## config.mk

```make
export PLATFORM = sky130hd
export DESIGN_NAME = baopoco_ctrl_decode
export DESIGN_NICKNAME = d
export VERILOG_FILES = /design/src/rtl/baopoco_ctrl_decode.sv
export SDC_FILE = /design/constraint.sdc
export NUM_CORES = 1
export LEC_CHECK = 0
export ABC_AREA = 1
export CAP_MARGIN = 20
export CORE_ASPECT_RATIO = 0.7
export CORE_MARGIN = 5
export CORE_UTILIZATION = 40
export DETAILED_ROUTE_END_ITERATION = 10
export PLACE_DENSITY_LB_ADDON = 0.15
export SYNTH_ARGS = -nofsm -noshare
export SYNTH_HDL_FRONTEND = slang
export SYNTH_SLANG_ARGS = --single-unit
export TNS_END_PERCENT = 50
```

## constraint.sdc

```tcl
create_clock -name user_clk -period 3.4 [get_ports user_clk]
set_clock_uncertainty 0.05 [all_clocks]
set_input_delay 0.51 -clock user_clk [delete_from_list [all_inputs] [get_ports user_clk]]
set_output_delay 0.51 -clock user_clk [all_outputs]
set_load 0.01 [all_outputs]
```

## src/rtl/baopoco_ctrl_decode.sv

```systemverilog
// rtl/baopoco_ctrl_decode.sv - qualifies the baopoco_ctrl word and turns it into sync/arm/reset events
// Glitch-qualified control levels, arm/sync FSM, wrapping sync counter and stretched counter reset.
module baopoco_ctrl_decode #(
  parameter int unsigned STABLE_CYCLES = 4,
  parameter int unsigned RST_LEN       = 16,
  parameter int unsigned CNT_W         = 16
) (
  input  logic             user_clk,
  input  logic             user_rst,
  input  logic [31:0]      ctrl_word,
  input  logic             sync_in,
  output logic             sync_out,
  output logic             armed,
  output logic             rst_out,
  output logic             sync_sel,
  output logic [15:0]      ctrl_field,
  output logic [CNT_W-1:0] sync_count
);

  localparam logic [7:0]  SCNT_MAX = 8'(STABLE_CYCLES - 1);
  localparam logic [15:0] RST_LOAD = 16'(RST_LEN);

  typedef enum logic {
    S_IDLE  = 1'b0,
    S_ARMED = 1'b1
  } state_t;

  logic [31:0]      cand_q, cand_d;
  logic [7:0]       scnt_q, scnt_d;
  // Only the meaningful bits of the accepted word are kept: {[31:16], [3:0]}.
  logic [19:0]      qual_q, qual_d;
  logic [2:0]       qual_prev_q, qual_prev_d;
  state_t           state_q, state_d;
  logic             sync_out_q, sync_out_d;
  logic [CNT_W-1:0] count_q, count_d;
  logic [15:0]      stretch_q, stretch_d;
  logic [2:0]       rise;
  logic             trig;

  always_comb begin
    cand_d      = ctrl_word;
    scnt_d      = scnt_q;
    qual_d      = qual_q;
    qual_prev_d = qual_q[2:0];
    if (ctrl_word != cand_q) begin
      scnt_d = '0;
    end else if (scnt_q != SCNT_MAX) begin
      scnt_d = scnt_q + 8'd1;
    end
    if (scnt_q == SCNT_MAX) begin
      qual_d = {cand_q[31:16], cand_q[3:0]};
    end
  end

  always_comb begin
    rise = qual_q[2:0] & ~qual_prev_q;
    trig = qual_q[3] ? rise[1] : sync_in;
  end

  always_comb begin
    state_d    = state_q;
    sync_out_d = 1'b0;
    count_d    = count_q;
    stretch_d  = stretch_q;
    case (state_q)
      S_IDLE: begin
        if (rise[0]) begin
          state_d = S_ARMED;
        end
      end
      S_ARMED: begin
        if (trig) begin
          sync_out_d = 1'b1;
          count_d    = count_q + CNT_W'(1);
          state_d    = S_IDLE;
        end
      end
      default: state_d = S_IDLE;
    endcase
    // A counter reset overrides a same-edge increment.
    if (rise[2]) begin
      count_d   = '0;
      stretch_d = RST_LOAD;
    end else if (stretch_q != 16'd0) begin
      stretch_d = stretch_q - 16'd1;
    end
  end

  always_ff @(posedge user_clk) begin
    if (user_rst) begin
      cand_q      <= '0;
      scnt_q      <= '0;
      qual_q      <= '0;
      qual_prev_q <= '0;
      state_q     <= S_IDLE;
      sync_out_q  <= 1'b0;
      count_q     <= '0;
      stretch_q   <= '0;
    end else begin
      cand_q      <= cand_d;
      scnt_q      <= scnt_d;
      qual_q      <= qual_d;
      qual_prev_q <= qual_prev_d;
      state_q     <= state_d;
      sync_out_q  <= sync_out_d;
      count_q     <= count_d;
      stretch_q   <= stretch_d;
    end
  end

  assign sync_out   = sync_out_q;
  assign armed      = (state_q == S_ARMED);
  assign rst_out    = (stretch_q != 16'd0);
  assign sync_sel   = qual_q[3];
  assign ctrl_field = qual_q[19:4];
  assign sync_count = count_q;

endmodule

```

## Word level (Yosys, flattened, before mapping)

Index checks and enable logic that the tools add are counted.

- Register bits after elaboration: 97
- Output and inout bits: 36
- Word-level logic and storage cells: 31

- $add $sub $neg: 3
- Equal/unequal tests: 3
- Mux-type cells: 7
- Bitwise operators: 3
- Reductions and logical operators: 6

Operators with widths:

| kind | number |
|---|---|
| $ne 32x32->1 | 1 |
| $add 16x1->16 const B | 1 |
| $reduce_bool 16->1 | 1 |
| $sub 16x1->16 const B | 1 |
| $mux 5 | 2 |
| $add 8x1->8 const B | 1 |
| $eq 8x2->1 const B | 1 |
| $ne 8x2->1 const B | 1 |
| $reduce_or 2->1 | 3 |
| $mux 1 | 4 |
| $and 3x3->3 | 1 |
| $not 3->3 | 1 |
| $pmux 1 s2 | 1 |
| $reduce_and 2->1 | 1 |
| $reduce_bool 2->1 | 1 |
| $not 1->1 | 1 |

## Logic depth before layout (Yosys ltp)

- Depth in word-level cells: 5
- Mapped depth: 10

## Worst setup path before layout

No wires, ideal clock.

- Kind: register to output
- Start: reg stretch_q[0]
- End: out rst_out
- Data arrival time: 0.944 ns
- Data required time: 2.840 ns
- Setup slack: 1.896 ns
- Stages on the path, launching flop included: 6
- Buffers on the path: 0
- Cells stage by stage: dfxtp_1 -> inv_1 -> ha_1 -> nand2_2 -> inv_2 -> nand4_1

- Word-level cells in the longest chain between the ends: 1

RTL lines:

| what | line | source |
|---|---|---|
| from (decl) | 36 | `logic [15:0] stretch_q, stretch_d;` |
| from (signal assigned) | 107 | `stretch_q <= stretch_d;` |
| $reduce_bool 16->1 | 113 | `assign rst_out = (stretch_q != 16'd0);` |
| to (decl) | 14 | `output logic rst_out,` |

Every way passes these cells.

## Final worst setup path

Same ends and word-level chain as after synthesis.

==> flow_summary.json <==
{
  "final.fill_count": 1087,
  "cpMaxStageDelayCell": "clkdlybuf4s50_1",
  "layout.cells.non_filler": 818,
  "path_max_fanout": 5,
  "postCtsResizedCells": 0,
  "final_util": 0.4974,
  "drt_iter0_drc": 207,
  "p_leak_nw": 2.363,
  "synth_cell_types": 37,
  "synthCells": 607,
  "seq_power_share": 0.407,
  "cts_buffers": 9,
  "power.internal_mw": 2.193,
  "die-area_um2": 13450,
  "ios": 71,
  "cp.required_ps": 2840,
  "path_buf_inv": 3,
  "wl_per_cell_um": 12.02,
  "hold_class": "reg2reg",
  "pwr-share-comb": 0.295,
  "dp.final_hpwl_um": 7271,
  "min_period_ps": 2497,
  "hold_ws_ps": 411.8,
  "cts_sinks": 97,
  "dr.pass1.iters": 4,
  "routed_via_density": 4.462,
  "postRouteWirelength_um": 9836,
  "die_w_um": 136.5,
  "clkPwrFrac": 0.298,
  "ff_latch_area_um2": 1942,
  "layout.nets": 699,
  "synth_area_leader_cell": "dfxtp_1",
  "grt_pass1_wl_um": 16240,
  "grt_antenna_before_repair": 0,
  "cts_tree": "yes",
  "area_growth_pct": 21.85,
  "cts-root-buf": "clkbuf_16",
  "crit_family": "buffers and inverters",
  "multi_input_area_um2": 2007,
  "die_y_um": 98.53,
  "top_usage_layer": "met2",
  "grt_use_met2": 0.2279,
  "max_freq_ghz": 0.4005,
  "dpl_cell_area_um2": 5177,
  "tightest_slew_ps": 747.8,
  "finalInstanceArea_um2": 5456,
  "rrSetupSlack_ps": 1390,
  "path_class": "reg2out",
  "path_cells": "inv_1 > ha_1 > nand2_2 > inv_2 > nand4_1 > clkdlybuf4s50_1",
  "report.power.total_mw": 3.304,
  "antennaDiodeCount": 0,
  "place_ws_ps": 882.7,
  "rsz0062_at_grt": "false",
  "num_rows": 32,
  "synth.top_cell.area_share": 0.4336,
  "placedCellCount": 803,
  "setup_viol": 0,
  "final-hold-violation-count": 0,
  "grt_max_degree": 34,
  "slew_viol_final": 0,
  "arrival_ps": 1940,
  "portBuffers": 70,
  "netlist_area_um2": 4478,
  "initial_utilization": 0.4082,
  "timing.final.crit_share": 0.7344,
  "synth.area.top_cells": "dfxtp_1 (43%), nor2_1 (9.9%), nand2_1 (9.8%), inv_1 (6.2%), xnor2_1 (2.9%)",
  "clk_latency_ps": 340,
  "cts_setup_buffers": 0,
  "cts_buffer_depth": 2,
  "grt_pass1_vias": 3417,
  "relSlewSlack": 0.5003,
  "crit_path_end_kind": "primary output",
  "slowest_delay_ps": 540,
  "setup-tns-final_ps": 0,
  "critPathLaunchType": "register",
  "htree_levels": 3,
  "drc": 0,
  "status": "finished clean",
  "drive_above_1_share": 0.1068,
  "fin_ws_ps": 903.2,
  "yosysSeqAreaShare": 0.4336,
  "grtUsageTotal": 0.1507,
  "gp_congestion": 0.8226,
  "avgSynthCellArea_um2": 7.377,
  "switchingPower_mw": 1.111,
  "ys_ff_latch": 97,
  "use_met1": 0.2102,
  "num_vias": 3650,
  "coreArea_um2": 10970,
  "power_density_nw_per_um2": 605.5,
  "switching_share": 0.3362,
  "overflow": 0,
  "ctsHoldBuffers": 0,
  "maxCapViolCount": 0,
  "clk_pin_slew_ps": 60,
  "syn-num-nets": 645,
  "ant_nets": 0,
  "yosys_warnings": 0,
  "ir_worst_vdd_mv": 0.3042,
  "met3_usage": 0.03980
}
placed cells by master (no fill, tap or decap), types with 2 or more instances in the layout:
master	n
nor2_1	118
nand2_1	117
dfxtp_1	97
inv_1	74
clkdlybuf4s50_1	70
a21oi_1	26
o21ai_0	16
xnor2_1	15
xor2_1	14
nand3_1	13
o21ai_1	13
nor2_2	11
inv_2	10
nor3_2	9
clkbuf_16	9
nand2_2	7
nor3_1	7
nor2_4	4
or2_2	4
nand3_2	3
ha_1	3
clkbuf_1	3
nand4_1	2
a211oi_2	2
nand2_4	2
buf_4	2
synthesized netlist by cell type (all sizes together):
library cell / instances
nand3: 16
inv: 85
xor2: 14
nand4: 2
o21ai: 30
clkbuf: 4
xnor2: 15
dfxtp: 97
o21a: 1
buf: 25
nor3: 17
or2: 6
nor4: 1
o211ai: 1
a21oi: 27
ha: 3
nor2: 134
a211oi: 3
nand2: 126
power by group through the flow:
| stage | registers [mW] | logic [mW] | clock network, mW |
|---|---|---|---|
| global placement | 1.37 | 0.951 | 0 |
| finish | 1.34 | 0.976 | 0.984 |
| floorplan | 1.35 | 0.757 | 0 |
| detailed placement | 1.37 | 0.965 | 0 |
| global route | 1.36 | 1.11 | 1.05 |
| CTS | 1.34 | 0.975 | 1.01 |
worst paths after layout:
check,startpoint,end,cells past startpoint
max,stretch_q[0],rst_out,6
min,cand_q[17],qual_q[5],2
max reg2reg,scnt_q[0],qual_q[0],6
min reg2reg,cand_q[17],qual_q[5],2
layout make-up:
cell class	count	area share
Multi-Input combinational cell	396	0.3678
Sequential cell	97	0.3559
Timing Repair Buffer	72	0.1312
Inverter	85	0.05893
Clock buffer	12	0.04334
Tap cell	153	0.03508
Clock inverter	3	0.007796
flip-flops by register name, summed over array words and instances, names as in the netlist:
name,cells
qual_prev_q,3
armed,1
stretch_q,16
qual_q,20
cand_q,32
sync_out,1
sync_count,16
scnt_q,8
cells by family (layout without fill, tap and decap cells):
kind of cell / after synthesis / in the layout / synth area share
AO/OA/AOI/OAI: 62 / 62 / 0.07600
XOR/XNOR: 29 / 29 / 0.05672
flip-flops: 97 / 97 / 0.4336
buffers and inverters: 114 / 172 / 0.1182
adder cells (fa/ha/maj): 3 / 3 / 0.008383
AND/OR/NAND/NOR: 302 / 302 / 0.3071
per-layer routing:
layer  routed length (um)  up-vias
li1                     -     1944
met3                  425       13
met4                  138        0
met2                 4166       52
met5                    0        -
met1                 5105     1641
worst min-delay path, cell delays in order, from the launching register on:
cell and delay [ps]:
dfxtp_1 320, inv_2 50, a21oi_1 50
Note: power is estimated with default switching activity, not from simulation.
